### src/rtl/memory_stage_hs_pkg.sv
// Shared pipeline definitions: memory-stage FSM encoding, datapath width default
// and the M/W register bundle consumed by the writeback stage.
package memory_stage_hs_pkg;

    localparam int XLEN_DEFAULT = 32;

    typedef enum logic {
        MS_IDLE = 1'b0,
        MS_BUSY = 1'b1
    } ms_state_e;

    typedef struct packed {
        logic                    reg_write;
        logic                    result_src;
        logic [4:0]              rd;
        logic [XLEN_DEFAULT-1:0] alu_result;
        logic [XLEN_DEFAULT-1:0] read_data;
        logic [XLEN_DEFAULT-1:0] pc_plus4;
        logic                    misalign;
    } mw_bundle_t;

endpackage

### src/rtl/memory_stage_hs_if.sv
// Data-memory request/acknowledge port between the memory stage (master) and memory (slave).
import memory_stage_hs_pkg::*;

interface memory_stage_hs_if #(
    parameter int XLEN = XLEN_DEFAULT
);
    // Handshake: the master raises dmem_req with we/addr/wdata and holds all of them
    // stable until the cycle dmem_ack=1; that cycle completes the access and carries
    // dmem_rdata for reads. dmem_ack while dmem_req=0 has no meaning and is ignored.
    logic            dmem_req;
    logic            dmem_we;
    logic [XLEN-1:0] dmem_addr;
    logic [XLEN-1:0] dmem_wdata;
    logic [XLEN-1:0] dmem_rdata;
    logic            dmem_ack;

    modport master (
        output dmem_req, dmem_we, dmem_addr, dmem_wdata,
        input  dmem_rdata, dmem_ack
    );

    modport slave (
        input  dmem_req, dmem_we, dmem_addr, dmem_wdata,
        output dmem_rdata, dmem_ack
    );

endinterface

### src/rtl/memory_stage_hs.sv
// Memory stage with req/ack data port: issues loads/stores, stalls until ack, owns M/W.
// Optional MISALIGN_CHECK_EN: suppress misaligned word accesses and flag them in W.
module memory_stage_hs
    import memory_stage_hs_pkg::*;
#(
    parameter int XLEN = XLEN_DEFAULT
) (
    input  logic                    clk,
    input  logic                    rst,
    input  logic                    RegWriteM,
    input  logic                    MemWriteM,
    input  logic                    ResultSrcM,
    input  logic [4:0]              RD_M,
    input  logic [XLEN-1:0]         ALU_ResultM,
    input  logic [XLEN-1:0]         WriteDataM,
    input  logic [XLEN-1:0]         PCPlus4M,
    memory_stage_hs_if.master       dmem,
    output logic                    StallM,
    output logic                    RegWriteW,
    output logic                    ResultSrcW,
    output logic [4:0]              RD_W,
    output logic [XLEN-1:0]         ALU_ResultW,
    output logic [XLEN-1:0]         ReadDataW,
    output logic [XLEN-1:0]         PCPlus4W,
    output logic                    MisalignW,
    output ms_state_e               ms_state
);

    logic       is_load;
    logic       mem_op_raw;
    logic       misalign;
    logic       mem_op;
    logic       ack_v;
    ms_state_e  state_q;
    ms_state_e  state_d;
    mw_bundle_t mw_q;

    assign is_load    = RegWriteM & ResultSrcM;
    assign mem_op_raw = MemWriteM | is_load;

`ifdef MISALIGN_CHECK_EN
    assign misalign = mem_op_raw & (ALU_ResultM[1:0] != 2'b00);
`else
    assign misalign = 1'b0;
`endif

    // A misaligned op never reaches memory, so it can neither request nor stall.
    assign mem_op = mem_op_raw & ~misalign;
    assign ack_v  = mem_op & dmem.dmem_ack;

    assign dmem.dmem_req   = mem_op;
    assign dmem.dmem_we    = MemWriteM;
    assign dmem.dmem_addr  = ALU_ResultM;
    assign dmem.dmem_wdata = WriteDataM;

    assign StallM = mem_op & ~dmem.dmem_ack;

    always_ff @(posedge clk or negedge rst) begin
        if (!rst) state_q <= MS_IDLE;
        else      state_q <= state_d;
    end

    always_comb begin
        state_d = state_q;
        case (state_q)
            MS_IDLE: if (mem_op && !dmem.dmem_ack) state_d = MS_BUSY;
            MS_BUSY: if (ack_v) state_d = MS_IDLE;
            default: state_d = MS_IDLE;
        endcase
    end

    assign ms_state = state_q;

    // While stalled only the write-enable and flag are cleared; the rest holds.
    always_ff @(posedge clk or negedge rst) begin
        if (!rst) begin
            mw_q <= '0;
        end else if (StallM) begin
            mw_q.reg_write <= 1'b0;
            mw_q.misalign  <= 1'b0;
        end else begin
            mw_q.reg_write  <= RegWriteM & ~misalign;
            mw_q.result_src <= ResultSrcM;
            mw_q.rd         <= RD_M;
            mw_q.alu_result <= ALU_ResultM;
            mw_q.pc_plus4   <= PCPlus4M;
            mw_q.misalign   <= misalign;
            if (is_load && ack_v) mw_q.read_data <= dmem.dmem_rdata;
        end
    end

    assign RegWriteW   = mw_q.reg_write;
    assign ResultSrcW  = mw_q.result_src;
    assign RD_W        = mw_q.rd;
    assign ALU_ResultW = mw_q.alu_result;
    assign ReadDataW   = mw_q.read_data;
    assign PCPlus4W    = mw_q.pc_plus4;
    assign MisalignW   = mw_q.misalign;

endmodule

### src/flat_wrapper.sv
// flat-port wrapper written by rule: the top's interface ports become plain ports
module memory_stage_hs_flat import memory_stage_hs_pkg::*;
#(
    parameter int XLEN = XLEN_DEFAULT
)
  (clk, rst, RegWriteM, MemWriteM, ResultSrcM, RD_M, ALU_ResultM, WriteDataM, PCPlus4M, StallM, RegWriteW, ResultSrcW, RD_W, ALU_ResultW, ReadDataW, PCPlus4W, MisalignW, ms_state, dmem_dmem_req, dmem_dmem_we, dmem_dmem_addr, dmem_dmem_wdata, dmem_dmem_rdata, dmem_dmem_ack);
  memory_stage_hs_if #(.XLEN(XLEN)) dmem_i ();
  input  logic clk;
  input  logic rst;
  input  logic RegWriteM;
  input  logic MemWriteM;
  input  logic ResultSrcM;
  input  logic [4:0] RD_M;
  input  logic [XLEN-1:0] ALU_ResultM;
  input  logic [XLEN-1:0] WriteDataM;
  input  logic [XLEN-1:0] PCPlus4M;
  output logic StallM;
  output logic RegWriteW;
  output logic ResultSrcW;
  output logic [4:0] RD_W;
  output logic [XLEN-1:0] ALU_ResultW;
  output logic [XLEN-1:0] ReadDataW;
  output logic [XLEN-1:0] PCPlus4W;
  output logic MisalignW;
  output ms_state_e ms_state;
  output wire logic [$bits(dmem_i.dmem_req)-1:0] dmem_dmem_req;
  output wire logic [$bits(dmem_i.dmem_we)-1:0] dmem_dmem_we;
  output wire logic [$bits(dmem_i.dmem_addr)-1:0] dmem_dmem_addr;
  output wire logic [$bits(dmem_i.dmem_wdata)-1:0] dmem_dmem_wdata;
  input wire logic [$bits(dmem_i.dmem_rdata)-1:0] dmem_dmem_rdata;
  input wire logic [$bits(dmem_i.dmem_ack)-1:0] dmem_dmem_ack;
  assign dmem_dmem_req = dmem_i.dmem_req;
  assign dmem_dmem_we = dmem_i.dmem_we;
  assign dmem_dmem_addr = dmem_i.dmem_addr;
  assign dmem_dmem_wdata = dmem_i.dmem_wdata;
  assign dmem_i.dmem_rdata = dmem_dmem_rdata;
  assign dmem_i.dmem_ack = dmem_dmem_ack;
  memory_stage_hs #(.XLEN(XLEN)) u_core (.clk(clk), .rst(rst), .RegWriteM(RegWriteM), .MemWriteM(MemWriteM), .ResultSrcM(ResultSrcM), .RD_M(RD_M), .ALU_ResultM(ALU_ResultM), .WriteDataM(WriteDataM), .PCPlus4M(PCPlus4M), .dmem(dmem_i), .StallM(StallM), .RegWriteW(RegWriteW), .ResultSrcW(ResultSrcW), .RD_W(RD_W), .ALU_ResultW(ALU_ResultW), .ReadDataW(ReadDataW), .PCPlus4W(PCPlus4W), .MisalignW(MisalignW), .ms_state(ms_state));
endmodule
### config.mk
export PLATFORM = sky130hd
export DESIGN_NAME = memory_stage_hs_flat
export DESIGN_NICKNAME = d
export VERILOG_FILES = /design/src/rtl/memory_stage_hs_pkg.sv /design/src/rtl/memory_stage_hs_if.sv /design/src/rtl/memory_stage_hs.sv /design/src/flat_wrapper.sv
export SDC_FILE = /design/constraint.sdc
export NUM_CORES = 1
export LEC_CHECK = 0
export BUFFER_PORTS_ARGS = -buffer_cell sky130_fd_sc_hd__buf_2
export CAP_MARGIN = 10
export CORE_MARGIN = 5
export CORE_UTILIZATION = 35
export CTS_BUF_LIST = sky130_fd_sc_hd__clkbuf_8
export DETAILED_ROUTE_END_ITERATION = 7
export GPL_ROUTABILITY_DRIVEN = 0
export GPL_TIMING_DRIVEN = 0
export PLACE_DENSITY_LB_ADDON = 0.2
export SLEW_MARGIN = 20
export SYNTH_ARGS = -nofsm -noshare
export SYNTH_HDL_FRONTEND = slang
export SYNTH_SLANG_ARGS = --single-unit
### constraint.sdc
create_clock -name clk -period 1 [get_ports clk]
set_input_delay 0.2 -clock clk [delete_from_list [all_inputs] [get_ports clk]]
set_output_delay 0.2 -clock clk [all_outputs]
set_load 0.1 [all_outputs]
==> After elaboration in Yosys (flattened, before gate mapping) <==
Index checks and enable logic that the tools add are counted.
{ "classes": {"muxes": 4, "n_bitwise": 7, "n_reduce_logical": 4} }
{ "op_table": {"columns": ["operator", "n"], "rows": [
  ["AND 1 bit", 3],
  ["2-to-1 mux 1 bit", 3],
  ["inverter 1 bit", 3],
  ["logical AND 1 bit", 2],
  ["one-hot mux 1 bit (2 select lines)", 1],
  ["AND reduction 2 bit", 1],
  ["zero test 1 bit", 1],
  ["OR 1 bit", 1]
]} }
{ "word_totals": {"ff_bits": 104, "in_bits": 139, "out_inout_bits": 172, "wordCells": 22} }

==> Depth between registers and ports, before layout <==
{ "depth": {"depth_word": 5, "mapped_depth": 4, "depth_no_buf": 3} }

==> Worst setup path after synthesis <==
No wires, ideal clock.
{ "synth_path": {"kind": "register -> register", "startpoint": "register u_core.ResultSrcW (netlist name)", "endpoint": "register u_core.mw_q (netlist bit u_core.ResultSrcW)", "setup_ns": 0.127, "t_arrival_ns": 1.179, "required_ns": 0.873, "setup_slack_ns": -0.306, "stages_incl_launch_ff": 2, "path_buffers": 0, "synth_period_minus_slack_ns": 1.306, "path_cell_list": "dfrtp_1 > o32a_1"} }
{ "synth_lines": {"columns": ["element", "line", "source"], "rows": [
  ["end: declaration", "memory_stage_hs.sv:36", "mw_bundle_t mw_q;"]
]} }

==> Final worst setup path <==
{ "layout_path": {"startpoint": "register u_core.mw_q (netlist bit u_core.ReadDataW[12])", "endpoint": "output port ReadDataW[12]"} }
{ "layout_lines": {"columns": ["element", "line", "source"], "rows": [
  ["end: declaration", "flat_wrapper.sv:22", "output logic [XLEN-1:0] ReadDataW;"]
]} }
No word-level cell between the ends.

==> results by group <==
Status
  • Status: finished, violations left
  • Failing checks: negative setup slack

Placement
  • Detail Placement HPWL: 9690 um
  • I/O Buffers: 277
  • Area post-placement: 0.00673 mm2
  • Placed Cells: 742

STA
  • Final Cycle Share: 1.27
  • Fin. max-slew vios: 0
  • Min Hold Slack: 0.0502 ns
  • Worst-case clock skew: 0 ns
  • Hold Fails Final Rpt: 0
  • Setup TNS: -21.60 ns
  • Final setup vio count: 107
  • Minimum clock period after layout: 1.27 ns
  • Maximum clock frequency: 0.790 GHz
  • Setup ws final: -0.267 ns
  • RSZ-0062 raised after global routing: yes

Synth
  • Syn Nets: 431
  • Seq/Total Area, Yosys: 0.571
  • Post-Syn Area: 0.00456 mm2
  • Top FF cell, synth: dfrtp_1
  • Most frequent cell after synthesis: dfrtp_1
  • Synth area leaders: dfrtp_1, mux2_2, buf_4, mux2_4, mux2_1
  • Synth cell types: 16
  • Avg Cell Area, Syn: 15.6 um2
  • Synth warnings: 0
  • Fraction of registers with async set/reset: 1.00
  • Synth area leader: dfrtp_1
  • Yosys reg bits: 104
  • Post-Syn Instances: 292
  • Synth top area share: 0.571
  • Post-synth top cells: dfrtp_1, buf_4, mux2_2
  • EDFF count, synth: 0

Critical path
  • Crit path kind: reg -> out
  • Worst r2r src: u_core.ReadDataW[12]$_DFFE_PN0P_
  • CP required: 0.80 ns
  • R2R Setup Slk: -0.02 ns
  • Crit start category: flip-flop
  • Worst Setup SP: u_core.ReadDataW[12]$_DFFE_PN0P_
  • Worst EP arrival: 1.07 ns
  • R2r endpoint: u_core.ReadDataW[12]$_DFFE_PN0P_
  • Max FO, Critical Path: 2
  • Critical Path Max Stage Delay: 0.52 ns
  • Slowest cell on crit path: dfrtp_4
  • CP delay by family, top: flip-flops
  • Worst R2R Path Depth: 2
  • Crit. End Element: output pin
  • Buf/Inv on CP: 1
  • Critical Path, Cell by Cell: buf_12

Run
  • # Max-Cap Violations: 0

Floorplanning
  • Core area: 0.0127 mm2
  • Initial Util: 0.358
  • Die Y-Extent: 124 um
  • # rows: 41
  • IO Pins: 311
  • Chip Width: 124 um
  • Die area: 0.0154 mm2

Clocking
  • CTS sink cnt: 104
  • CTS tree: done
  • Root Buffer Master: clkbuf_8
  • Clock-pin slew on the worst setup and hold paths: 0.10 ns
  • TritonCTS Buffers: 9
  • Longest Clk Path Bufs: 2
  • H-tree depth: 3
  • Clock latency on the worst-skew pair: 0.37 ns

Power
  • Clock power frac: 0.155
  • Sw Ratio: 0.454
  • Part of the power in registers: 0.316
  • PwrDens: 2010 mW/mm2
  • P_sw: 0.00804 W
  • Internal power: 0.00969 W
  • Static Leakage: 4.30 nW
  • Final Power: 0.0177 W
  • Worst vdd ir: 947 uV
  • Comb pwr share: 0.530

Global routing
  • Antenna violations before repair: 0
  • Number of global-route vias before repair: 3,836
  • Largest net degree at the start of global routing: 74
  • GRT Util Overall: 0.174
  • Total gr overflow: 0
  • First-pass GRT wire length: 20,400 um

Drt
  • DR DRC count: 0
  • ANT nets after route: 0
  • WL/cell: 18.7 um
  • Via count: 3,398
  • DRT Pass-1 Iters: 4
  • DR vias/cell: 4.36
  • WL final: 14,600 um
  • DR iter-0 viols: 93

Final layout
  • Post-route cell area: 0.00883 mm2
  • Layout net count: 741
  • Layout area overhead: 93.6%
  • Non-Filler Instances: 779
  • Diode count: 0
  • Fraction of layout cells with a size suffix above 1: 0.984

Hold path
  • Sink of the worst hold path: u_core.PCPlus4W[8]$_DFFE_PN0N_
  • HP Class: in -> reg
  • Hold Path Origin: PCPlus4M[8]
  • WHS Path Cells: 2
power groups by stage:
stage	clock network [W]	registers, W	logic [W]
6_report	0.00274	0.00560	0.00939
5_1_grt	0.00297	0.00566	0.00960
4_1_cts	0.00284	0.00553	0.00914
3_3_place_gp	0	0.00529	0.00741
3_5_place_dp	0	0.00531	0.00746
2_1_floorplan	0	0.00925	0.00230
area by class of cell:
cell class	count	area [um2]
repair buffers	299	3310
well taps	172	215
fillers	823	3890
clock inverters	5	55.1
clock buffers	11	151
inverters	1	6.26
plain buffers	76	639
flip-flops and latches	104	2840
multi-input cells	111	1610
worst max path at each step:
stage | cells after the start | to
after floorplan | 4 | u_core.PCPlus4W[10]$_DFFE_PN0N_
after global placement | 1 | u_core.ReadDataW[3]$_DFFE_PN0P_
after detailed placement | 5 | StallM
after CTS | 1 | ReadDataW[17]
after global routing | 1 | ReadDataW[12]
final | 1 | ReadDataW[12]
cell usage in the layout, fill, tap and decap left out, types with 2 or more instances in the layout:
cell / synthesis / final
buf_12: 0 / 106
dfrtp_4: 0 / 42
clkbuf_8: 0 / 11
buf_6: 10 / 13
buf_8: 0 / 8
buf_2: 0 / 135
buf_4: 66 / 92
clkbuf_4: 0 / 18
dfrtp_2: 0 / 62
mux2_4: 30 / 100
nor2_1: 2 / 2
metal layers:
layer | track usage | vias to the layer above | routed length, um | part of all wire
li1 | - | 1534 | - | -
met1 | 0.187 | 1655 | 5170 | 0.35
met2 | 0.321 | 185 | 7870 | 0.54
met3 | 0.0463 | 24 | 1240 | 0.085
met4 | 0.0753 | 0 | 325 | 0.022
met5 | 0 | - | 0 | 0
per-stage QoR:
stage                     utilization  setup WS (ns)
after floorplan                     -         -0.172
final                           0.694         -0.267
after detailed placement        0.529         -0.570
after global routing            0.694         -0.302
after CTS                       0.669         -0.284
after global placement          0.526          -1.71
logic make-up after synthesis:
group	synth area share
mux	0.274
compound gates	0.00906
flops	0.571
simple gates	0.0113
other cells	0.000822
buf+inv	0.134
timing repair:
item                                    CTS  global route
endpoints found under the setup margin  120           248
cloned                                    0             1
hold buffers                              1             0
endpoints found under the hold margin    31             0
setup buffers                            12             8
pin swaps                                 2             2
resized for setup                       407            64
flip-flops by register name, indices dropped and copies added (netlist names), named ones only:
signal,count
u_core.RD_W,5
u_core.ReadDataW,32
u_core.ALU_ResultW,32
u_core.PCPlus4W,32
u_core.RegWriteW,1
u_core.ResultSrcW,1
Note: power is estimated with default switching activity, not from simulation.
